## config.mk

```make
export PLATFORM = sky130hd
export DESIGN_NAME = instr_word_assembler
export DESIGN_NICKNAME = d
export VERILOG_FILES = /design/src/rtl/instr_word_assembler.sv
export SDC_FILE = /design/constraint.sdc
export NUM_CORES = 1
export LEC_CHECK = 0
export BUFFER_PORTS_ARGS = -buffer_cell sky130_fd_sc_hd__buf_2
export CORE_UTILIZATION = 47
export DETAILED_ROUTE_END_ITERATION = 10
export PLACE_DENSITY = 0.76
export SYNTH_ARGS = -nofsm -noshare
export SYNTH_HDL_FRONTEND = slang
export SYNTH_SLANG_ARGS = --single-unit
```

## constraint.sdc

```tcl
create_clock -name clk -period 2.66 [get_ports clk]
set_input_delay 0.532 -clock clk [delete_from_list [all_inputs] [get_ports clk]]
set_output_delay 0.532 -clock clk [all_outputs]
set_load 0.02 [all_outputs]
```

## src/rtl/instr_word_assembler.sv

```systemverilog
// Packs MIPS R/I/J fields into instruction words and streams them
// into instruction memory at sequential word addresses.
module instr_word_assembler #(
  parameter int          ADDR_W     = 8,
  parameter int          FIFO_DEPTH = 4,
  parameter logic [31:0] BASE_ADDR  = 32'h0000_0000
) (
  input  logic              clk,
  input  logic              reset,
  input  logic              in_valid,
  output logic              in_ready,
  input  logic              in_last,
  input  logic [1:0]        fmt,
  input  logic [5:0]        op,
  input  logic [4:0]        rs,
  input  logic [4:0]        rt,
  input  logic [4:0]        rd,
  input  logic [4:0]        shamt,
  input  logic [5:0]        funct,
  input  logic [15:0]       immi,
  input  logic [25:0]       immj,
  input  logic [31:0]       raw,
  output logic              mem_we,
  input  logic              mem_ready,
  output logic [31:0]       mem_addr,
  output logic [31:0]       mem_wdata,
  output logic [ADDR_W:0]   words_written,
  output logic              done
);

  localparam int PW = $clog2(FIFO_DEPTH);

  localparam logic [1:0] S_LOAD  = 2'd0;
  localparam logic [1:0] S_DRAIN = 2'd1;
  localparam logic [1:0] S_DONE  = 2'd2;

  localparam logic [PW:0] FULL_CNT = (PW+1)'(FIFO_DEPTH);
  localparam logic [PW:0] ONE_CNT  = (PW+1)'(1);
  localparam logic [ADDR_W:0] LAST_IDX =
    (ADDR_W+1)'((1 << ADDR_W) - 1);

  logic [1:0]      state;
  logic [31:0]     fifo_q [FIFO_DEPTH];
  logic [PW-1:0]   wr_ptr;
  logic [PW-1:0]   rd_ptr;
  logic [PW:0]     count;
  logic [ADDR_W:0] accepted;
  logic [ADDR_W:0] written;
  logic [31:0]     word;
  logic            full;
  logic            empty;
  logic            push;
  logic            pop;

  assign full  = (count == FULL_CNT);
  assign empty = (count == '0);

  // accepted MSB set means the whole address space is claimed
  assign in_ready = (state == S_LOAD) && !full
                    && !accepted[ADDR_W];
  assign mem_we   = (state != S_DONE) && !empty;

  assign push = in_valid && in_ready;
  assign pop  = mem_we && mem_ready;

  assign mem_wdata     = fifo_q[rd_ptr];
  assign mem_addr      = BASE_ADDR + (32'(written) << 2);
  assign words_written = written;
  assign done          = (state == S_DONE);

  always_comb begin
    word = raw;
    unique case (1'b1)
      fmt == 2'b00: word = {op, rs, rt, rd, shamt, funct};
      fmt == 2'b01: word = {op, rs, rt, immi};
      fmt == 2'b10: word = {op, immj};
      default:      word = raw;
    endcase
  end

  always_ff @(posedge clk) begin
    if (push) begin
      fifo_q[wr_ptr] <= word;
    end
  end

  always_ff @(posedge clk) begin
    if (reset) begin
      state    <= S_LOAD;
      wr_ptr   <= '0;
      rd_ptr   <= '0;
      count    <= '0;
      accepted <= '0;
      written  <= '0;
    end else begin
      if (push) begin
        wr_ptr   <= wr_ptr + 1'b1;
        accepted <= accepted + 1'b1;
      end
      if (pop) begin
        rd_ptr  <= rd_ptr + 1'b1;
        written <= written + 1'b1;
      end
      unique case ({push, pop})
        2'b10:   count <= count + 1'b1;
        2'b01:   count <= count - 1'b1;
        default: count <= count;
      endcase
      unique case (1'b1)
        state == S_LOAD: begin
          if (push && (in_last || accepted == LAST_IDX)) begin
            state <= S_DRAIN;
          end
        end
        state == S_DRAIN: begin
          if (pop && count == ONE_CNT) begin
            state <= S_DONE;
          end
        end
        default: state <= state;
      endcase
    end
  end

endmodule

```

==> metrics.cfg, run 1 <==
[floorplanning]
initial_cell_density_of_the_core = 0.480
floorplan.die.height_um = 124
num_rows = 44
area_inside_the_core_boundary_sq_um = 14500
die_area_sq_um = 15300
top_level_ports = 189
floorplan.die.width_um = 124

[final_layout]
filler_cell_count = 1105
final_net_count = 708
inserted_diodes = 0
final_layout_size_suffix_gt1_frac = 0.443
area.growth.synth_to_final_pct = 21.9
final_area_sq_um = 8460
final_core_utilization = 0.585
regArea_sq_um = 4430
multi_input_area_sq_um = 2210

[power_and_ir_drop]
comb_power_share = 0.256
finalPower_mw = 7.23
p_switching_mw = 2.02
swShare = 0.279
power_frac_clock = 0.318
power.internal_mw = 5.21
power.share.sequential = 0.426
power_per_cell_area_nw_per_um2 = 854
worst_ir_drop_vdd_mv = 0.450
p_leak_nw = 3.24

[global_route]
grt_antenna_before_repair = 0
congestion_overflow_gr = 0
grt_start_max_net_pins = 33
vias_in_the_first_global_route = 3985
grt_first_pass_wirelength_um = 20300
globalRouteTotalUtil = 0.185

[placed_design]
hpwlAfterDp_um = 9360
numPortBuffers = 165
post_dp_cell_area_sq_um = 7900
routabilityCongestion = 0.719

[timing]
timing.final.setup_violations = 0
finalClockSkew_ps = 5.57
finalWorstPathRequiredPeriod_ps = 2490
fmax_mhz = 401
worst_slew_margin_rel = 0.587
timing_worst_slew_pin_value_ps = 620
final.period_utilization = 0.938
rsz0062_at_grt = no
setup_total_negative_slack_ps = 0
final-hold-violation-count = 0
hold_ws_ps = 453
drv_slew = 0

[critical_path]
crit_path_start_kind = flop
critical_path_class = reg2out
worstPathArrival_ps = 1960
critical_path_required_ps = 2130
worstPathMaxFanout = 13
endpoint_kind = output pin
flop2flop_setup_slack_ps = 390

[yosys]
synth-seq-area-share = 0.637
syn_inst = 419
syn_area_cell_sq_um = 16.6
ys_dominant_reg_cell = sky130_fd_sc_hd__edfxtp_1
synth_edf_count = 128
synthesis.yosys.warnings = 0
syn-cell-area_sq_um = 6950
yosys-top-cells-area = sky130_fd_sc_hd__edfxtp_1 55%, sky130_fd_sc_hd__mux4_2 16%, sky130_fd_sc_hd__dfxtp_1 8.4%
ys_async_sr_fraction = 0
yosys.cell_types.count = 33
netlist.top_cell.by_area = sky130_fd_sc_hd__edfxtp_1
netlist.area_leader.share = 0.553
ys_ff_latch = 157

[drt]
detail-route-antenna-nets = 0
drt_pass1_iterations = 5
overall_via_count_from_detail_route = 4055
count_of_routing_violations_after_the_opening_detailed_route_iteration = 246
detail_route.vias_per_cell = 5.20
post_drt_wl_per_cell_um = 17.3
drc = 0
drt_wl_total_um = 13500

[clock_tree]
post_cts_resize_count = 0
number_of_buffers_inserted_for_hold_repair_after_clock_tree_synthesis = 0
clock_tree.buffer_depth = 2
ctsRootBufferMaster = sky130_fd_sc_hd__clkbuf_16
clock-sinks = 157
cts-buffers-inserted = 17
tritoncts = yes
post-cts-setup-buffers = 0
htree_levels = 4
cts.reportedPaths.clkPinSlew_ps = 60
worst_skew_pair.late_latency_ps = 410

[run_status]
status = finished clean

[flow_run]
maxCapViolCount = 0

[min_path]
hold_class = in2reg

## area by class of cell
class,count,share of cell area
sequential,157,0.523
clock buffer,21,0.0520
multi-input combinational,220,0.262
inverter,10,0.00443
tap,184,0.0272
clock inverter,11,0.0146
timing repair buffer,177,0.117
## critical path, stage by stage, from the launching register on
cell                      delay, ps
sky130_fd_sc_hd__dfxtp_2        610
sky130_fd_sc_hd__buf_12         230
sky130_fd_sc_hd__mux4_2         530
sky130_fd_sc_hd__buf_2          180
## layer usage
metal | GRT usage | up-vias | routed length [um]
li1 | - | 1896 | -
met1 | 0.209 | 2002 | 5360
met2 | 0.330 | 148 | 7210
met3 | 0.0470 | 9 | 798
met4 | 0.0806 | 0 | 138
met5 | 0 | - | 0
## power by group through the flow
stage	logic (mW)	clock network (mW)	registers [mW]
6_report	1.85	2.30	3.08
5_1_grt	2.00	2.44	3.11
4_1_cts	1.88	2.35	3.09
3_5_place_dp	1.87	0	3.14
3_3_place_gp	1.83	0	3.11
2_1_floorplan	1.36	0	3.06
## Yosys cell counts (all sizes together), types with 2 or more instances
cell	number
nand2b	2
buf	46
nor2	29
a21oi	19
ha	12
dfxtp	29
and4	3
inv	10
and2	4
xnor2	2
nand4b	2
and3	6
mux2i	12
o21ai	6
mux2	6
nand3	4
nand4	9
nand2	9
xor2	14
or3	6
clkbuf	8
edfxtp	128
mux4	48
## path summary, 6_finish.rpt
check,start,end,cells past startpoint
max,flop,mem_wdata[0],3
min,in_last,state[0]$_SDFFE_PP0P_,3
max reg2reg,count[0]$_SDFFE_PP0P_,count[2]$_SDFFE_PP0P_,8
min reg2reg,accepted[1]$_SDFFE_PP0P_,accepted[1]$_SDFFE_PP0P_,2
## cells by family after synthesis
logic type      share of synthesized area
fa+ha+maj                          0.0216
compound gates                     0.0241
simple gates                       0.0571
mux                                 0.183
flops                               0.637
buf+inv                            0.0567
other cells                      0.000540
xor+xnor                           0.0202
## registers in the layout, indices dropped and copies added (netlist names), named ones only
register	cells
accepted	9
rd_ptr	2
state	2
fifo_q	128
wr_ptr	2
words_written	9
count	3
## cells in the final DEF (no fill, tap or decap), drive strengths merged
master   count
buf        177
edfxtp     128
mux4        48
nor2        29
dfxtp       29
conb        23
clkbuf      21
a21oi       19
xor2        14
mux2i       12
ha          12
inv         10
nand2        9
nand4        9
clkinv       8
mux2         6
or3          6
o21ai        6
and3         6
nand3        4
and2         4
and4         3
bufinv       3
nand2b       2
nand4b       2
xnor2        2
a2111oi      1
a211oi       1
o21a         1
or2          1
## metrics by stage
stage                     cells  setup slack [ps]
final                       780               166
after global placement      748               438
after floorplan             441               132
after global routing        780              24.6
after CTS                   780              98.7
after detailed placement    748               397
Power figures use the tool's default switching activity.
==> run 2: changes to the inputs <==
--- a/config.mk
+++ b/config.mk
@@ -6,6 +6,7 @@
 export NUM_CORES = 1
 export LEC_CHECK = 0
 export BUFFER_PORTS_ARGS = -buffer_cell sky130_fd_sc_hd__buf_2
+export CORE_ASPECT_RATIO = 1.2
 export CORE_UTILIZATION = 47
 export DETAILED_ROUTE_END_ITERATION = 10
 export PLACE_DENSITY = 0.76
==> metrics.cfg, run 2 (synthesized netlist as in run 1, its figures left out) <==
[critical_path]
endpoint_kind = output pin
critical_path_required_ps = 2130  ; about the same
crit_path_start_kind = flop
critical_path_class = reg2out
worstPathArrival_ps = 1920  ; -40 ps
worstPathMaxFanout = 11  ; -2
flop2flop_setup_slack_ps = 340  ; -50 ps
r2r-start = count[0]$_SDFFE_PP0P_
worst-r2r-cell-count = 8  ; unchanged
reg2reg_to = count[2]$_SDFFE_PP0P_

[global_route]
grt_first_pass_wirelength_um = 20700  ; +2.2%
grt_antenna_before_repair = 0  ; unchanged
vias_in_the_first_global_route = 4212  ; +5.7%
congestion_overflow_gr = 0  ; unchanged
grt_start_max_net_pins = 37  ; +12%
globalRouteTotalUtil = 0.184  ; -0.000803

[floorplanning]
floorplan.die.height_um = 135  ; +9.4%
area_inside_the_core_boundary_sq_um = 14400  ; -0.45%
floorplan.die.width_um = 113  ; -8.6%
initial_cell_density_of_the_core = 0.482  ; +0.00217
num_rows = 48  ; +9.1%
die_area_sq_um = 15300  ; about the same
top_level_ports = 189  ; unchanged

[final_layout]
filler_cell_count = 1078  ; -2.4%
final_layout_size_suffix_gt1_frac = 0.452  ; +0.00947
regArea_sq_um = 4430  ; unchanged
area.growth.synth_to_final_pct = 22.4
largest_register = fifo_q
final_net_count = 711  ; +0.42%
final_cell_mix = 165 x sky130_fd_sc_hd__buf_2, 128 x sky130_fd_sc_hd__edfxtp_1, 48 x sky130_fd_sc_hd__mux4_2, 29 x sky130_fd_sc_hd__nor2_1, 27 x sky130_fd_sc_hd__dfxtp_1
final_core_utilization = 0.590  ; +0.00524
max_ffs_per_register = 128  ; unchanged
inserted_diodes = 0  ; unchanged
mostFrequentLayoutCell = sky130_fd_sc_hd__buf_2
multi_input_area_sq_um = 2210  ; unchanged

[placed_design]
hpwlAfterDp_um = 9120  ; -2.6%
numPortBuffers = 165  ; unchanged
routabilityCongestion = 0.705  ; -2.0%

[drt]
post_drt_wl_per_cell_um = 17.3  ; +0.10%
topRoutingLayerUsed = met4
drt_pass1_iterations = 4  ; -1
detail_route.vias_per_cell = 5.33  ; +2.5%
detail-route-antenna-nets = 0  ; unchanged
drt_wl_total_um = 13400  ; -0.67%
detailed_routed_wire_length_on_met2_um = 7200  ; -0.24%
wl_met1_um = 5250  ; -2.1%
overall_via_count_from_detail_route = 4126  ; +1.8%
met3WireLength_um = 779  ; -2.4%
drc = 0  ; unchanged
count_of_routing_violations_after_the_opening_detailed_route_iteration = 175  ; -29%

[power_and_ir_drop]
worst_ir_drop_vdd_mv = 0.530  ; +18%
p_leak_nw = 3.26  ; +0.77%
finalPower_mw = 7.35  ; +1.7%
power_per_cell_area_nw_per_um2 = 865  ; +1.2%

[clock_tree]
worst_skew_pair.late_latency_ps = 410  ; about the same
clock_tree.buffer_depth = 2  ; unchanged
tritoncts = yes
clock-sinks = 157  ; unchanged
post_cts_resize_count = 0  ; unchanged
ctsRootBufferMaster = sky130_fd_sc_hd__clkbuf_16
cts-buffers-inserted = 17  ; unchanged
number_of_buffers_inserted_for_hold_repair_after_clock_tree_synthesis = 0  ; unchanged
htree_levels = 4  ; unchanged
post-cts-setup-buffers = 0  ; unchanged
cts.reportedPaths.clkPinSlew_ps = 60  ; about the same

[timing]
timing_worst_slew_pin_value_ps = 667  ; +46.5 ps
finalClockSkew_ps = 9.02  ; +3.46 ps
drv_slew = 0  ; unchanged
rsz0062_at_grt = no
timing.final.setup_violations = 0  ; unchanged
setup_total_negative_slack_ps = 0  ; unchanged
worst_slew_margin_rel = 0.556  ; -0.0310
final-hold-violation-count = 0  ; unchanged
fmax_mhz = 408  ; +1.7%
final.period_utilization = 0.922  ; -0.0155
hold_ws_ps = 432  ; -21.5 ps
finalWorstPathRequiredPeriod_ps = 2450  ; -41.2 ps

[min_path]
timing.hold.worst_endpoint = state[0]$_SDFFE_PP0P_
holdPathStages = 3  ; unchanged
worstHoldStart = in_last
hold_class = in2reg

[run_status]
status = finished clean

[flow_run]
maxCapViolCount = 0  ; unchanged

==> run 2: how the worst max path moves through the flow <==
stage / from / endpoint / slack [ps] / depth (start not counted)
2_1_floorplan: count[0]$_SDFFE_PP0P_ / fifo_q[1][0]$_DFFE_PP_ / 130 / 5
3_3_place_gp: count[0]$_SDFFE_PP0P_ / fifo_q[0][15]$_DFFE_PP_ / 420 / 6
3_5_place_dp: count[0]$_SDFFE_PP0P_ / fifo_q[0][11]$_DFFE_PP_ / 340 / 6
4_1_cts: count[0]$_SDFFE_PP0P_ / in_ready / 190 / 5
5_1_grt: count[0]$_SDFFE_PP0P_ / in_ready / 110 / 5
6_report: count[0]$_SDFFE_PP0P_ / in_ready / 210 / 5
==> run 2: stage by stage <==
step / setup WS, ps / cell area [sq um] / cells
after floorplan: 132 / 7030 / 441
after global placement: 421 / 7900 / 742
after detailed placement: 342 / 7900 / 742
after CTS: 188 / 8500 / 774
after global routing: 111 / 8500 / 774
final: 207 / 8500 / 774
==> run 2: worst max-delay path: stages, from the launching register on <==
cell and delay (ps):
sky130_fd_sc_hd__dfxtp_1 400, sky130_fd_sc_hd__inv_1 90, sky130_fd_sc_hd__ha_1 250, sky130_fd_sc_hd__a2111oi_4 360
sky130_fd_sc_hd__buf_4 220, sky130_fd_sc_hd__buf_2 180
==> run 2: power breakdown <==
| group | switching [mW] | internal, mW |
|---|---|---|
| Clock | 0.878 | 1.55 |
| Combinational | 1.06 | 0.823 |
| Sequential | 0.108 | 2.93 |
==> run 2: cell type report <==
cell class / count / area share
clock buffers: 18 / 0.0505
clock inverters: 14 / 0.0205
inverters: 10 / 0.00442
multi-input cells: 220 / 0.260
flip-flops and latches: 157 / 0.521
well taps: 175 / 0.0258
repair buffers: 180 / 0.118
==> run 2: routing by layer <==
| metal | GRT usage | up-vias |
|---|---|---|
| li1 | - | 1905 |
| met1 | 0.201 | 2051 |
| met2 | 0.341 | 155 |
| met3 | 0.0483 | 15 |
| met4 | 0.0724 | 0 |
| met5 | 0 | - |
